`src/rtl/mux_scan_ctrl_pkg.sv`:
```
// Shared state encoding and default timing constants for the sensor-line mux scan controller.
package mux_scan_ctrl_pkg;

   typedef enum logic [1:0] {
      IDLE   = 2'd0,
      SETTLE = 2'd1,
      SAMPLE = 2'd2,
      DONE   = 2'd3
   } scan_state_e;

   localparam int DEF_SETTLE_CYCLES = 4;
   localparam int DEF_SAMPLES       = 3;
   localparam int DEF_CNT_W         = 4;

endpackage

```
`src/rtl/mux_scan_ctrl_sample_voter.sv`:
```
// Majority voter: counts ones over a run of samples and reports the majority bit.
module mux_scan_ctrl_sample_voter
   import mux_scan_ctrl_pkg::*;
#(
   parameter int SAMPLES = DEF_SAMPLES
) (
   input  logic clk,
   input  logic rst,
   input  logic clear,
   input  logic sample_en,
   input  logic y_in,
   output logic vote
);

   localparam int OW = $clog2(SAMPLES + 1);

   logic [OW-1:0] ones_q;
   logic [OW-1:0] ones_d;
   logic [OW-1:0] ones_incl;

   // The vote includes the sample taken this cycle, so it is valid on the last sample edge.
   assign ones_incl = ones_q + OW'(y_in);
   assign vote      = ones_incl > OW'(SAMPLES / 2);

   always_comb begin
      ones_d = ones_q;
      if (clear) begin
         ones_d = '0;
      end else if (sample_en) begin
         ones_d = ones_incl;
      end
   end

   always_ff @(posedge clk or posedge rst) begin
      if (rst) begin
         ones_q <= '0;
      end else begin
         ones_q <= ones_d;
      end
   end

endmodule

```
`src/rtl/mux_scan_ctrl.sv`:
```
// Scan controller for the 8:1 sensor-line mux: settle, vote, assemble a frame, hand it off.
module mux_scan_ctrl
   import mux_scan_ctrl_pkg::*;
#(
   parameter int N_CH          = 8,
   parameter int SEL_W         = 3,
   parameter int SETTLE_CYCLES = DEF_SETTLE_CYCLES,
   parameter int SAMPLES       = DEF_SAMPLES,
   parameter int CNT_W         = DEF_CNT_W
) (
   input  logic             clk,
   input  logic             rst,
   input  logic             en,
   input  logic             single,
   input  logic             y_in,
   output logic [SEL_W-1:0] sel,
   output logic [N_CH-1:0]  frame,
   output logic             frame_valid,
   input  logic             frame_ready,
   output logic             busy,
   output logic             overrun
);

   scan_state_e      state_q;
   logic [SEL_W-1:0] sel_q;
   logic [CNT_W-1:0] cnt_q;
   logic [N_CH-1:0]  scratch_q;
   logic [N_CH-1:0]  frame_q;
   logic             valid_q;
   logic             overrun_q;
   logic             vote;

   mux_scan_ctrl_sample_voter #(
      .SAMPLES(SAMPLES)
   ) u_sample_voter (
      .clk      (clk),
      .rst      (rst),
      .clear    (state_q != SAMPLE),
      .sample_en(state_q == SAMPLE),
      .y_in     (y_in),
      .vote     (vote)
   );

   always_ff @(posedge clk or posedge rst) begin
      if (rst) begin
         state_q   <= IDLE;
         sel_q     <= '0;
         cnt_q     <= '0;
         scratch_q <= '0;
         frame_q   <= '0;
         valid_q   <= 1'b0;
         overrun_q <= 1'b0;
      end else begin
         overrun_q <= 1'b0;
         // Consumption is handled here outside DONE; DONE decides the holding register itself.
         if (state_q != DONE && valid_q && frame_ready) begin
            valid_q <= 1'b0;
         end
         case (state_q)
            IDLE: begin
               if (en || single) begin
                  state_q <= SETTLE;
                  sel_q   <= '0;
                  cnt_q   <= '0;
               end
            end
            SETTLE: begin
               if (cnt_q == CNT_W'(SETTLE_CYCLES - 1)) begin
                  state_q <= SAMPLE;
                  cnt_q   <= '0;
               end else begin
                  cnt_q <= cnt_q + CNT_W'(1);
               end
            end
            SAMPLE: begin
               if (cnt_q == CNT_W'(SAMPLES - 1)) begin
                  scratch_q[sel_q] <= vote;
                  cnt_q            <= '0;
                  if (sel_q == SEL_W'(N_CH - 1)) begin
                     state_q <= DONE;
                  end else begin
                     sel_q   <= sel_q + SEL_W'(1);
                     state_q <= SETTLE;
                  end
               end else begin
                  cnt_q <= cnt_q + CNT_W'(1);
               end
            end
            DONE: begin
               if (!valid_q) begin
                  frame_q <= scratch_q;
                  valid_q <= 1'b1;
               end else if (frame_ready) begin
                  frame_q <= scratch_q;
               end else begin
                  overrun_q <= 1'b1;
               end
               sel_q   <= '0;
               cnt_q   <= '0;
               state_q <= en ? SETTLE : IDLE;
            end
            default: state_q <= IDLE;
         endcase
      end
   end

   assign sel         = sel_q;
   assign frame       = frame_q;
   assign frame_valid = valid_q;
   assign busy        = state_q != IDLE;
   assign overrun     = overrun_q;

endmodule

```
`config.mk`:
```
export PLATFORM = sky130hd
export DESIGN_NAME = mux_scan_ctrl
export DESIGN_NICKNAME = d
export VERILOG_FILES = /design/src/rtl/mux_scan_ctrl_pkg.sv /design/src/rtl/mux_scan_ctrl_sample_voter.sv /design/src/rtl/mux_scan_ctrl.sv
export SDC_FILE = /design/constraint.sdc
export NUM_CORES = 1
export LEC_CHECK = 0
export CAP_MARGIN = 20
export CORE_AREA = 2 2 71 46
export DETAILED_ROUTE_END_ITERATION = 8
export DIE_AREA = 0 0 73 48
export DONT_BUFFER_PORTS = 1
export GPL_TIMING_DRIVEN = 0
export PLACE_DENSITY = 0.71
export SYNTH_ARGS = -nofsm -noshare
export SYNTH_HDL_FRONTEND = slang
export SYNTH_SLANG_ARGS = --single-unit
export TNS_END_PERCENT = 50
```
`constraint.sdc`:
```
create_clock -name clk -period 1.95 [get_ports clk]
set_clock_uncertainty 0.15 [all_clocks]
set_input_delay 0.2925 -clock clk [delete_from_list [all_inputs] [get_ports clk]]
set_output_delay 0.2925 -clock clk [all_outputs]
set_load 0.01 [all_outputs]
```
==> results of run 1 <==
[synthesized netlist by cell type (2+ instances only)]
cell	instances	area (um^2)
a22oi_1	2	15.0
a31oi_1	2	12.5
and2_2	2	15.0
clkbuf_1	3	11.3
dfrtp_1	29	726
ha_1	11	138
inv_1	9	33.8
mux2_2	16	180
mux2i_1	2	20.0
nand2_1	12	45.0
nand2b_1	2	12.5
nand3_1	4	20.0
nand3b_1	2	15.0
nand4_1	2	12.5
nor2_1	3	11.3
nor3b_1	3	22.5
o21ai_0	2	10.0
o21ai_1	3	15.0
o22ai_1	2	12.5
[layer usage]
layer,routed length (um),share of wire [%],global-route usage [%],up-vias
met4,31,1.1,8.89,0
met2,1300,44,28.5,30
met1,1420,49,24.5,506
met5,0,0,0,-
met3,169,5.8,7.16,5
li1,-,-,-,493
[critical path, cell delays in order, from the launching register on]
cell and delay [ps]:
dfrtp_1 400, inv_2 70, ha_2 170, buf_6 130, and4bb_2 280, nand2b_4 80
nor3b_2 210, mux2_4 320
[stage by stage]
| stage | utilization (%) | TNS, ps | cells | power (mW) | area [um^2] |
|---|---|---|---|---|---|
| floorplan | - | 0 | 129 | 1.36 | 1500 |
| global placement | 55.0 | -377 | 163 | 1.49 | 1540 |
| detailed placement | 56.0 | -684 | 164 | 1.52 | 1570 |
| CTS | 61.5 | 0 | 176 | 2.10 | 1720 |
| global route | 63.1 | -147 | 177 | 2.30 | 1760 |
| finish | 63.1 | 0 | 177 | 2.16 | 1760 |
[flip-flops by register name, indices dropped and copies added (netlist names)]
| signal | flops |
|---|---|
| sel | 3 |
| cnt_q | 4 |
| u_sample_voter.ones_q | 2 |
| frame_valid | 1 |
| frame | 8 |
| scratch_q | 8 |
| state_q | 2 |
| overrun | 1 |
[report_power, final]
group	internal, mW	total (mW)	switching [mW]	leakage [nW]
Combinational	0.401	0.898	0.498	0.381
Sequential	0.692	0.779	0.0874	0.396
Clock	0.246	0.485	0.240	0.0439
Total	1.34	2.16	0.825	0.820
[cell type report]
cell class              instances  area (um^2)  share of cell area, %
flip-flops and latches         29          728                   41.3
clock buffers                   5         68.8                   3.90
multi-input cells              86          771                   43.7
plain buffers                   3         18.8                   1.06
well taps                      34         42.5                   2.41
clock inverters                 3         17.5                  0.993
repair buffers                  7         75.1                   4.26
inverters                      10         42.5                   2.41
[logic make-up (layout without fill, tap and decap cells)]
| kind of cell | Yosys count | in the layout |
|---|---|---|
| AOI/OAI and AO/OA | 20 | 20 |
| xor gates and xnor gates | 1 | 1 |
| adders and majority gates | 11 | 11 |
| buffers and inverters | 14 | 28 |
| DFF | 29 | 29 |
| muxes | 18 | 18 |
| and+or+nand+nor | 36 | 36 |
[worst paths after layout]
| path | from | endpoint | slack (ps) | cells after the start |
|---|---|---|---|---|
| worst min register to register | scratch_q[0] | frame[0] | 360 | 1 |
| worst max-delay path | state_q[0] | scratch_q[2] | 20 | 7 |
| min in group asynchronous | rst | state_q[0] | 280 | 2 |
| max in group asynchronous | rst | frame[1] | 920 | 3 |
| worst min-delay path | frame_ready | overrun | 60 | 2 |
| worst max register to register | state_q[0] | scratch_q[2] | 20 | 7 |
[what timing repair did]
| item | in CTS | in global routing |
|---|---|---|
| pin swaps | 0 | 2 |
| hold endpoints to repair | 6 | 0 |
| hold buffers | 1 | 0 |
| gates resized for setup | 6 | 12 |
| gates cloned | 0 | 0 |
| setup buffers | 4 | 1 |
| setup endpoints to repair | 13 | 14 |
==> results.tsv, run 1 <==
stage	metric	value	unit
clock_tree	CTS Buf Count	5	
final_layout	share of cells above drive strength 1	37.1	%
die	FP Rows	15	
final_layout	most frequent cells in the layout	27 x dfrtp_1, 15 x mux2_2, 12 x nand2_1, 8 x ha_1, 7 x inv_1	
global_route	pin count of the biggest net entering global routing	24	
timing	Max Slew Vio Count	0	
synth	Post-Syn Area	1500	um^2
synth	synth unique cells	37	
synth	Async SR Flop Fraction	100	%
job	Max-cap violations	0	
critical_path	Crit. End Element	flip-flop	
drt	1st-pass router iterations	4	
synth	xor/xnor share of the synthesized area	0.586	%
timing	Setup WS post-layout	21.9	ps
placed_design	global placement routability congestion	0.908	
critical_path	WP data arrival	1950	ps
final_layout	Filler cells	219	
placed_design	input/output buffers	0	
critical_path	WS Path Type	flip-flop to flip-flop	
placed_design	DP Worst Slack	-123	ps
clock_tree	Max clock buf depth	2	
synth	Gate Count Post-Synth	129	
timing	final hold vios	0	
drt	Remaining DRCs	0	
drt	DR WL/cell	16.5	um
clock_tree	clock latency on the worst-skew pair	290	ps
die	die area	3500	um^2
pwr	pwr dens	1230	nW/um^2
timing	final worst path period share	98.9	%
synth	Synth Register Bits	29	
drt	vias per inst	5.84	
synth	Mean Syn Cell Area	11.6	um^2
die	IO Pins	20	
synth	post-synthesis adder-cell area fraction	9.21	%
global_route	vias in the first global route	983	
global_route	GRT overflow	0	
synth	Seq/Total Area, Yosys	48.5	%
drt	initial drt markers	59	
synth	Ys Warns	0	
drt	Routed Antenna Nets	0	
timing	actual slew at the worst max-slew pin	674	ps
die	Initial Util	53.5	%
synth	ys flop type	dfrtp_1	
timing	WHS	60.6	ps
clock_tree	CTS Root Cell	clkbuf_8	
die	die extent in y	48	um
hold_path	Worst Hold Class	input pin to flip-flop	
critical_path	startpoint types	flip-flop	
synth	Net Count, Synth	146	
clock_tree	H-tree depth	2	
pwr	LEAKAGE	0.820	nW
final_layout	most common cell after layout, fill and taps aside	dfrtp_1	
timing	fmax	519	MHz
timing	RSZ-0062 raised after global routing	yes	
global_route	first-pass GRT wire length	4.68	mm
clock_tree	TritonCTS clock tree	yes	
synth	Simple-Gate Fraction of Synth Area	13.7	%
synth	largest family of logic cells by synthesized area	simple AND/OR/NAND/NOR gates	
global_route	initial antenna violation count	0	
drt	DR vias	1034	
die	core outline area	2800	um^2
drt	WL final	2.92	mm
timing	min cycle time layout	1930	ps
placed_design	DP HPWL	1.96	mm
clock_tree	clk slew on worst S/H paths	70	ps
pwr	Worst VDD drop	0.529	mV
critical_path	CP Data Required Time	1970	ps
timing	Slew headroom	54.9	%
synth	Synth Area in Compound Gates	10.2	%
clock_tree	CTS sink count	29	
timing	Final setup violation count	0	
critical_path	Crit Path Max Fanout	5	
outcome	outcome	completed	
global_route	GRT Overall Usage	18.9	%
final_layout	ant diodes	0	
final_layout	area delta synth->final	18.0	%
synth	Post-synth EDFFs	0	
synth	mux contribution to synthesized area	13.4	%
final_layout	Nets	159	
die	chip width	73	um
(Power assumes the default switching activity.)
==> run 2, diff against run 1 <==
--- a/config.mk
+++ b/config.mk
@@ -5,13 +5,14 @@
 export SDC_FILE = /design/constraint.sdc
 export NUM_CORES = 1
 export LEC_CHECK = 0
+export ABC_CLOCK_PERIOD_IN_PS = 1900
 export CAP_MARGIN = 20
-export CORE_AREA = 2 2 71 46
+export CORE_AREA = 2 2 68 44
 export DETAILED_ROUTE_END_ITERATION = 8
-export DIE_AREA = 0 0 73 48
+export DIE_AREA = 0 0 70 46
 export DONT_BUFFER_PORTS = 1
 export GPL_TIMING_DRIVEN = 0
-export PLACE_DENSITY = 0.71
+export PLACE_DENSITY = 0.74
 export SYNTH_ARGS = -nofsm -noshare
 export SYNTH_HDL_FRONTEND = slang
 export SYNTH_SLANG_ARGS = --single-unit
==> constraint.sdc (replaced) <==
create_clock -name clk -period 1.9 [get_ports clk]
set_clock_uncertainty 0.15 [all_clocks]
set_input_delay 0.285 -clock clk [delete_from_list [all_inputs] [get_ports clk]]
set_output_delay 0.285 -clock clk [all_outputs]
set_load 0.01 [all_outputs]
==> run 2 against run 1 <==
Via count decreased by 1.5%; routed wire length increased by 2.3%; clock power increased by 3%; die area decreased by 8.1%; power increased by 7.6%; flip-flop and latch count unchanged; first-iteration DRC count decreased by 46%; utilization increased by 5.7 points.
==> results.tsv, run 2 (synthesis gave the netlist of run 1 again) <==
stage	metric	value	unit	change
job	Max-cap violations	0		unchanged
pwr	clock share of power	21.5	%	was 22.4%
global_route	pin count of the biggest net entering global routing	30		was 24
clock_tree	Max clock buf depth	2		unchanged
placed_design	DP HPWL	1.94	mm	was 1.96 mm
global_route	grt met2 use	32.0	%	was 28.5%
pwr	NetSw	0.863	mW	was 0.825 mW
die	FP Rows	15		unchanged
critical_path	CP Data Required Time	1950	ps	was 1970 ps
clock_tree	clock latency on the worst-skew pair	270	ps	was 290 ps
clock_tree	H-tree depth	2		unchanged
clock_tree	TritonCTS clock tree	yes		unchanged
critical_path	WP data arrival	1940	ps	was 1950 ps
global_route	first-pass GRT wire length	4.63	mm	was 4.68 mm
pwr	pwr dens	1270	nW/um^2	was 1230 nW/um^2
timing	Slew headroom	57.5	%	was 54.9%
drt	Routed Antenna Nets	0		unchanged
final_layout	Final Instance Area	1830	um^2	was 1760 um^2
timing	min cycle time layout	1890	ps	was 1930 ps
timing	fmax	530	MHz	was 519 MHz
global_route	GRT overflow	0		unchanged
final_layout	most common cell after layout, fill and taps aside	dfrtp_1		unchanged
timing	RSZ-0062 raised after global routing	yes		unchanged
drt	vias per inst	5.69		was 5.84
critical_path	Crit Path Max Fanout	4		was 5
global_route	initial antenna violation count	0		unchanged
critical_path	crit-path leading delay family	simple AND/OR/NAND/NOR gates		unchanged
clock_tree	clk slew on worst S/H paths	60	ps	was 70 ps
critical_path	WS Path Type	flip-flop to flip-flop		unchanged
global_route	GR met3 Demand/Resource	7.52	%	was 7.16%
pwr	Worst VDD drop	0.872	mV	was 0.529 mV
timing	final hold vios	0		unchanged
die	chip width	70	um	was 73 um
placed_design	global placement routability congestion	0.883		was 0.908
critical_path	Crit. End Element	flip-flop		unchanged
final_layout	Nets	162		was 159
timing	WHS	76.6	ps	was 60.6 ps
pwr	sw frac	37.1	%	was 38.1%
drt	Remaining DRCs	0		unchanged
die	die extent in y	46	um	was 48 um
die	Initial Util	56.1	%	was 53.5%
drt	DR WL/cell	16.7	um	was 16.5 um
timing	final worst path period share	99.3	%	was 98.9%
outcome	outcome	completed		unchanged
pwr	LEAKAGE	0.855	nW	was 0.820 nW
hold_path	Worst Hold Class	input pin to flip-flop		unchanged
placed_design	input/output buffers	0		unchanged
critical_path	crit-path cells	inv_2, ha_4, inv_1, o221a_4, or4_4, nand3_2		was inv_2, ha_2, buf_6, and4bb_2, nand2b_4, nor3b_2, mux2_4
timing	actual slew at the worst max-slew pin	636	ps	was 674 ps
placed_design	placed inst area	1540	um^2	was 1570 um^2
die	IO Pins	20		unchanged
timing	Max Slew Vio Count	0		unchanged
drt	WL final	2.99	mm	was 2.92 mm
critical_path	Slowest cell on crit path	or4_4		was dfrtp_1
pwr	register share of total power	34.3	%	was 36.0%
clock_tree	CTS sink count	29		unchanged
critical_path	CP bufs+invs	2		unchanged
critical_path	CP max stage delay	520	ps	was 400 ps
pwr	Gate power share	44.2	%	was 41.5%
global_route	GRT Overall Usage	19.7	%	was 18.9%
drt	1st-pass router iterations	4		unchanged
clock_tree	CTS Root Cell	clkbuf_8		unchanged
pwr	Internal Power	1.46	mW	was 1.34 mW
final_layout	ant diodes	0		unchanged
final_layout	Core Util, Final	68.8	%	was 63.1%
die	die area	3220	um^2	was 3500 um^2
global_route	gr busiest metal	met2		unchanged
critical_path	startpoint types	flip-flop		unchanged
drt	DR vias	1018		was 1,034
global_route	met1 Usage GRT	25.0	%	was 24.5%
die	core outline area	2670	um^2	was 2800 um^2
clock_tree	CTS Buf Count	5		unchanged
timing	Final setup violation count	0		unchanged
drt	initial drt markers	32		was 59
final_layout	area delta synth->final	22.7	%	was 18.0%
global_route	vias in the first global route	950		was 983
final_layout	share of cells above drive strength 1	41.4	%	was 37.1%
final_layout	most frequent cells in the layout	28 x dfrtp_1, 15 x mux2_2, 10 x nand2_1, 7 x ha_1, 7 x buf_4		was 27 x dfrtp_1, 15 x mux2_2, 12 x nand2_1, 8 x ha_1, 7 x inv_1
==> run 2: through the flow <==
stage | instances | setup slack (ps) | setup TNS (ps) | power, mW
2_1_floorplan | 129 | -16.1 | -16.1 | 1.40
3_3_place_gp | 163 | -122 | -852 | 1.52
3_5_place_dp | 163 | -212 | -1570 | 1.57
4_1_cts | 177 | 1.10 | 0 | 2.24
5_1_grt | 179 | -72.8 | -272 | 2.48
6_report | 179 | 13.7 | 0 | 2.33
==> run 2: layer usage <==
metal  wire length (um)  part of all wire (%)
met2               1430                    48
met3                163                   5.5
met1               1380                    46
met5                  0                     0
met4                 12                  0.40
==> run 2: path summary, 6_finish.rpt <==
| kind | startpoint | endpoint | slack, ps | cells past startpoint |
|---|---|---|---|---|
| max in group asynchronous | rst | cnt_q[3] | 850 | 3 |
| min reg2reg | scratch_q[6] | frame[6] | 350 | 1 |
| min in group asynchronous | rst | frame[6] | 310 | 2 |
| min | frame_ready | overrun | 80 | 2 |
| max | state_q[1] | cnt_q[3] | 10 | 6 |
| max reg2reg | state_q[1] | cnt_q[3] | 10 | 6 |
==> run 2: area by class of cell <==
| class | count | area [um^2] |
|---|---|---|
| Fill cell | 197 | 831 |
| Multi-Input combinational cell | 86 | 822 |
| Sequential cell | 29 | 727 |
| Timing Repair Buffer | 10 | 95.1 |
| Clock buffer | 7 | 86.3 |
| Inverter | 10 | 42.5 |
| Tap cell | 34 | 42.5 |
| Buffer | 3 | 18.8 |
==> run 2: power by group through the flow <==
stage / Sequential [mW] / Clock (mW) / Combinational (mW)
detailed placement: 0.810 / 0 / 0.758
global route: 0.809 / 0.545 / 1.12
floorplan: 0.792 / 0 / 0.605
global placement: 0.806 / 0 / 0.715
finish: 0.798 / 0.499 / 1.03
CTS: 0.791 / 0.512 / 0.933
==> run 2: timing repair <==
item / 4_1_cts / 5_1_grt
endpoints found under the hold margin: 0 / 9
resized for setup: 13 / 13
gates cloned: 1 / 0
hold buffers: 0 / 1
endpoints found under the setup margin: 15 / 11
pin swaps: 1 / 1
buffers inserted: 7 / 0
==> run 3, diff against run 2 <==
--- a/config.mk
+++ b/config.mk
@@ -5,7 +5,7 @@
 export SDC_FILE = /design/constraint.sdc
 export NUM_CORES = 1
 export LEC_CHECK = 0
-export ABC_CLOCK_PERIOD_IN_PS = 1900
+export ABC_CLOCK_PERIOD_IN_PS = 2200
 export CAP_MARGIN = 20
 export CORE_AREA = 2 2 68 44
 export DETAILED_ROUTE_END_ITERATION = 8
==> constraint.sdc (replaced) <==
create_clock -name clk -period 2.2 [get_ports clk]
set_clock_uncertainty 0.15 [all_clocks]
set_input_delay 0.33 -clock clk [delete_from_list [all_inputs] [get_ports clk]]
set_output_delay 0.33 -clock clk [all_outputs]
set_load 0.01 [all_outputs]
==> run 3 against run 2 <==
Hold slack improved by 33 ps; final cell count decreased by 3.4%; worst setup slack improved by 92 ps; register-to-register slack improved by 90 ps; sequential share of layout area increased by 3.7 points; routed wire length decreased by 12%; non-clock buffer count decreased by 7; sequential power decreased by 13%; clock power decreased by 17%; maximum frequency decreased by 9.9%; first-iteration DRC count increased by 6.3%.
==> results.tsv, run 3 (synthesis gave the netlist of run 1 again) <==
stage	metric	value	unit	change
outcome	outcome	completed		unchanged
clock_tree	Max clock buf depth	2		unchanged
job	Max-cap violations	0		unchanged
final_layout	FF+latch area	726	um^2	was 727 um^2
die	Initial Util	56.1	%	unchanged
global_route	initial antenna violation count	0		unchanged
critical_path	Reg-to-Reg Start	state_q[1]		unchanged
timing	Max Slew Vio Count	0		unchanged
final_layout	Final Instance Area	1680	um^2	was 1830 um^2
drt	DR WL/cell	15.2	um	was 16.7 um
clock_tree	clk slew on worst S/H paths	60	ps	about the same
pwr	Worst VDD drop	0.571	mV	was 0.872 mV
critical_path	CP Data Required Time	2260	ps	was 1950 ps
hold_path	min-delay src	frame_ready		unchanged
critical_path	R2R depth	7		was 6
drt	vias per inst	5.70		was 5.69
placed_design	global placement routability congestion	0.879		was 0.883
clock_tree	CTS sink count	29		unchanged
clock_tree	H-tree depth	2		unchanged
die	chip width	70	um	unchanged
clock_tree	clock latency on the worst-skew pair	280	ps	was 270 ps
timing	min cycle time layout	2090	ps	was 1890 ps
global_route	vias in the first global route	942		was 950
final_layout	Filler cells	207		was 197
placed_design	DP Worst Slack	104	ps	was -212 ps
drt	Remaining DRCs	0		unchanged
drt	WL final	2.64	mm	was 2.99 mm
critical_path	Crit. End Element	flip-flop		unchanged
final_layout	ant diodes	0		unchanged
timing	actual slew at the worst max-slew pin	647	ps	was 636 ps
timing	final worst path period share	95.2	%	was 99.3%
critical_path	WS Path Type	flip-flop to flip-flop		unchanged
placed_design	placed inst area	1540	um^2	about the same
clock_tree	CTS Root Cell	clkbuf_8		unchanged
global_route	pin count of the biggest net entering global routing	30		unchanged
timing	Setup WS post-layout	106	ps	was 13.7 ps
critical_path	startpoint types	flip-flop		unchanged
clock_tree	# Post-CTS Setup Buffers	0		was 7
placed_design	DP Cell Count	163		unchanged
final_layout	most frequent cells in the layout	29 x dfrtp_1, 16 x mux2_2, 12 x nand2_1, 11 x ha_1, 8 x inv_1		was 28 x dfrtp_1, 15 x mux2_2, 10 x nand2_1, 7 x ha_1, 7 x buf_4
hold_path	Worst Hold Class	input pin to flip-flop		unchanged
die	FP Rows	15		unchanged
critical_path	WP data arrival	2160	ps	was 1940 ps
timing	Slew headroom	56.7	%	was 57.5%
drt	DR vias	986		was 1,018
final_layout	share of cells above drive strength 1	26.6	%	was 41.4%
die	core outline area	2670	um^2	unchanged
die	IO Pins	20		unchanged
final_layout	Layout Cells excl Fill	173		was 179
final_layout	footprint of the multi-input gates	722	um^2	was 822 um^2
drt	Routed Antenna Nets	0		unchanged
global_route	first-pass GRT wire length	4.48	mm	was 4.63 mm
timing	final hold vios	0		unchanged
critical_path	origin of the worst setup path	state_q[1]		unchanged
clock_tree	CTS Buf Count	5		unchanged
drt	initial drt markers	34		was 32
hold_path	hold depth	2		unchanged
clock_tree	TritonCTS clock tree	yes		unchanged
critical_path	Crit Path Max Fanout	6		was 4
final_layout	most common cell after layout, fill and taps aside	dfrtp_1		unchanged
timing	RSZ-0062 raised after global routing	yes		unchanged
placed_design	DP HPWL	1.88	mm	was 1.94 mm
final_layout	Nets	155		was 162
timing	fmax	478	MHz	was 530 MHz
global_route	GRT Overall Usage	19.2	%	was 19.7%
die	die extent in y	46	um	unchanged
final_layout	area delta synth->final	12.1	%	was 22.7%
die	die area	3220	um^2	unchanged
timing	Final setup violation count	0		unchanged
pwr	pwr dens	1060	nW/um^2	was 1270 nW/um^2
drt	1st-pass router iterations	4		unchanged
placed_design	input/output buffers	0		unchanged
pwr	LEAKAGE	0.789	nW	was 0.855 nW
global_route	GRT overflow	0		unchanged
[run 3: area by class of cell]
cell class              instances  share of cell area [%]
flip-flops and latches         29                    43.3
multi-input cells              86                    43.1
clock buffers                   6                    4.33
inverters                      10                    2.54
well taps                      34                    2.54
repair buffers                  2                    2.24
plain buffers                   4                    1.34
clock inverters                 2                   0.597
[run 3: path summary, 6_finish.rpt]
kind	endpoint	slack, ps
max	cnt_q[3]	110
min	overrun	110
max reg2reg	cnt_q[3]	110
min reg2reg	scratch_q[0]	350
max in group asynchronous	cnt_q[0]	1210
min in group asynchronous	state_q[1]	280
[run 3: metrics by stage]
step	total power, mW	hold slack (ps)	TNS (ps)	util [%]
floorplan	1.20	258	0	-
detailed placement	1.34	338	0	57.7
finish	1.78	110	0	62.9
global placement	1.30	334	0	57.7
CTS	1.77	87.2	0	60.8
global route	1.91	104	-3.23	62.9
[run 3: report_power, final]
| group | internal (mW) | switching (mW) | leakage, nW |
|---|---|---|---|
| sequential | 0.610 | 0.0833 | 0.398 |
| combinational | 0.284 | 0.392 | 0.346 |
| clock | 0.218 | 0.195 | 0.0450 |
[run 3: critical path: stages (launching register included)]
cell and delay (ps):
dfrtp_1 450, inv_1 110, ha_1 210, or3b_2 190, clkbuf_1 240, nand2_1 110
or4_1 470, nand3_1 100
[run 3: what timing repair did]
item / 4_1_cts / 5_1_grt
resized for setup: 0 / 5
hold buffers: 0 / 1
endpoints found under the hold margin: 0 / 4
setup endpoints to repair: 0 / 8
[run 3: metal layers]
layer / track usage [%] / part of all wire, % / vias up
met3: 8.19 / 5.2 / 4
met4: 9.23 / 1.8 / 0
met2: 29.1 / 44 / 19
met5: 0 / 0 / -
li1: - / - / 479
met1: 24.1 / 49 / 484
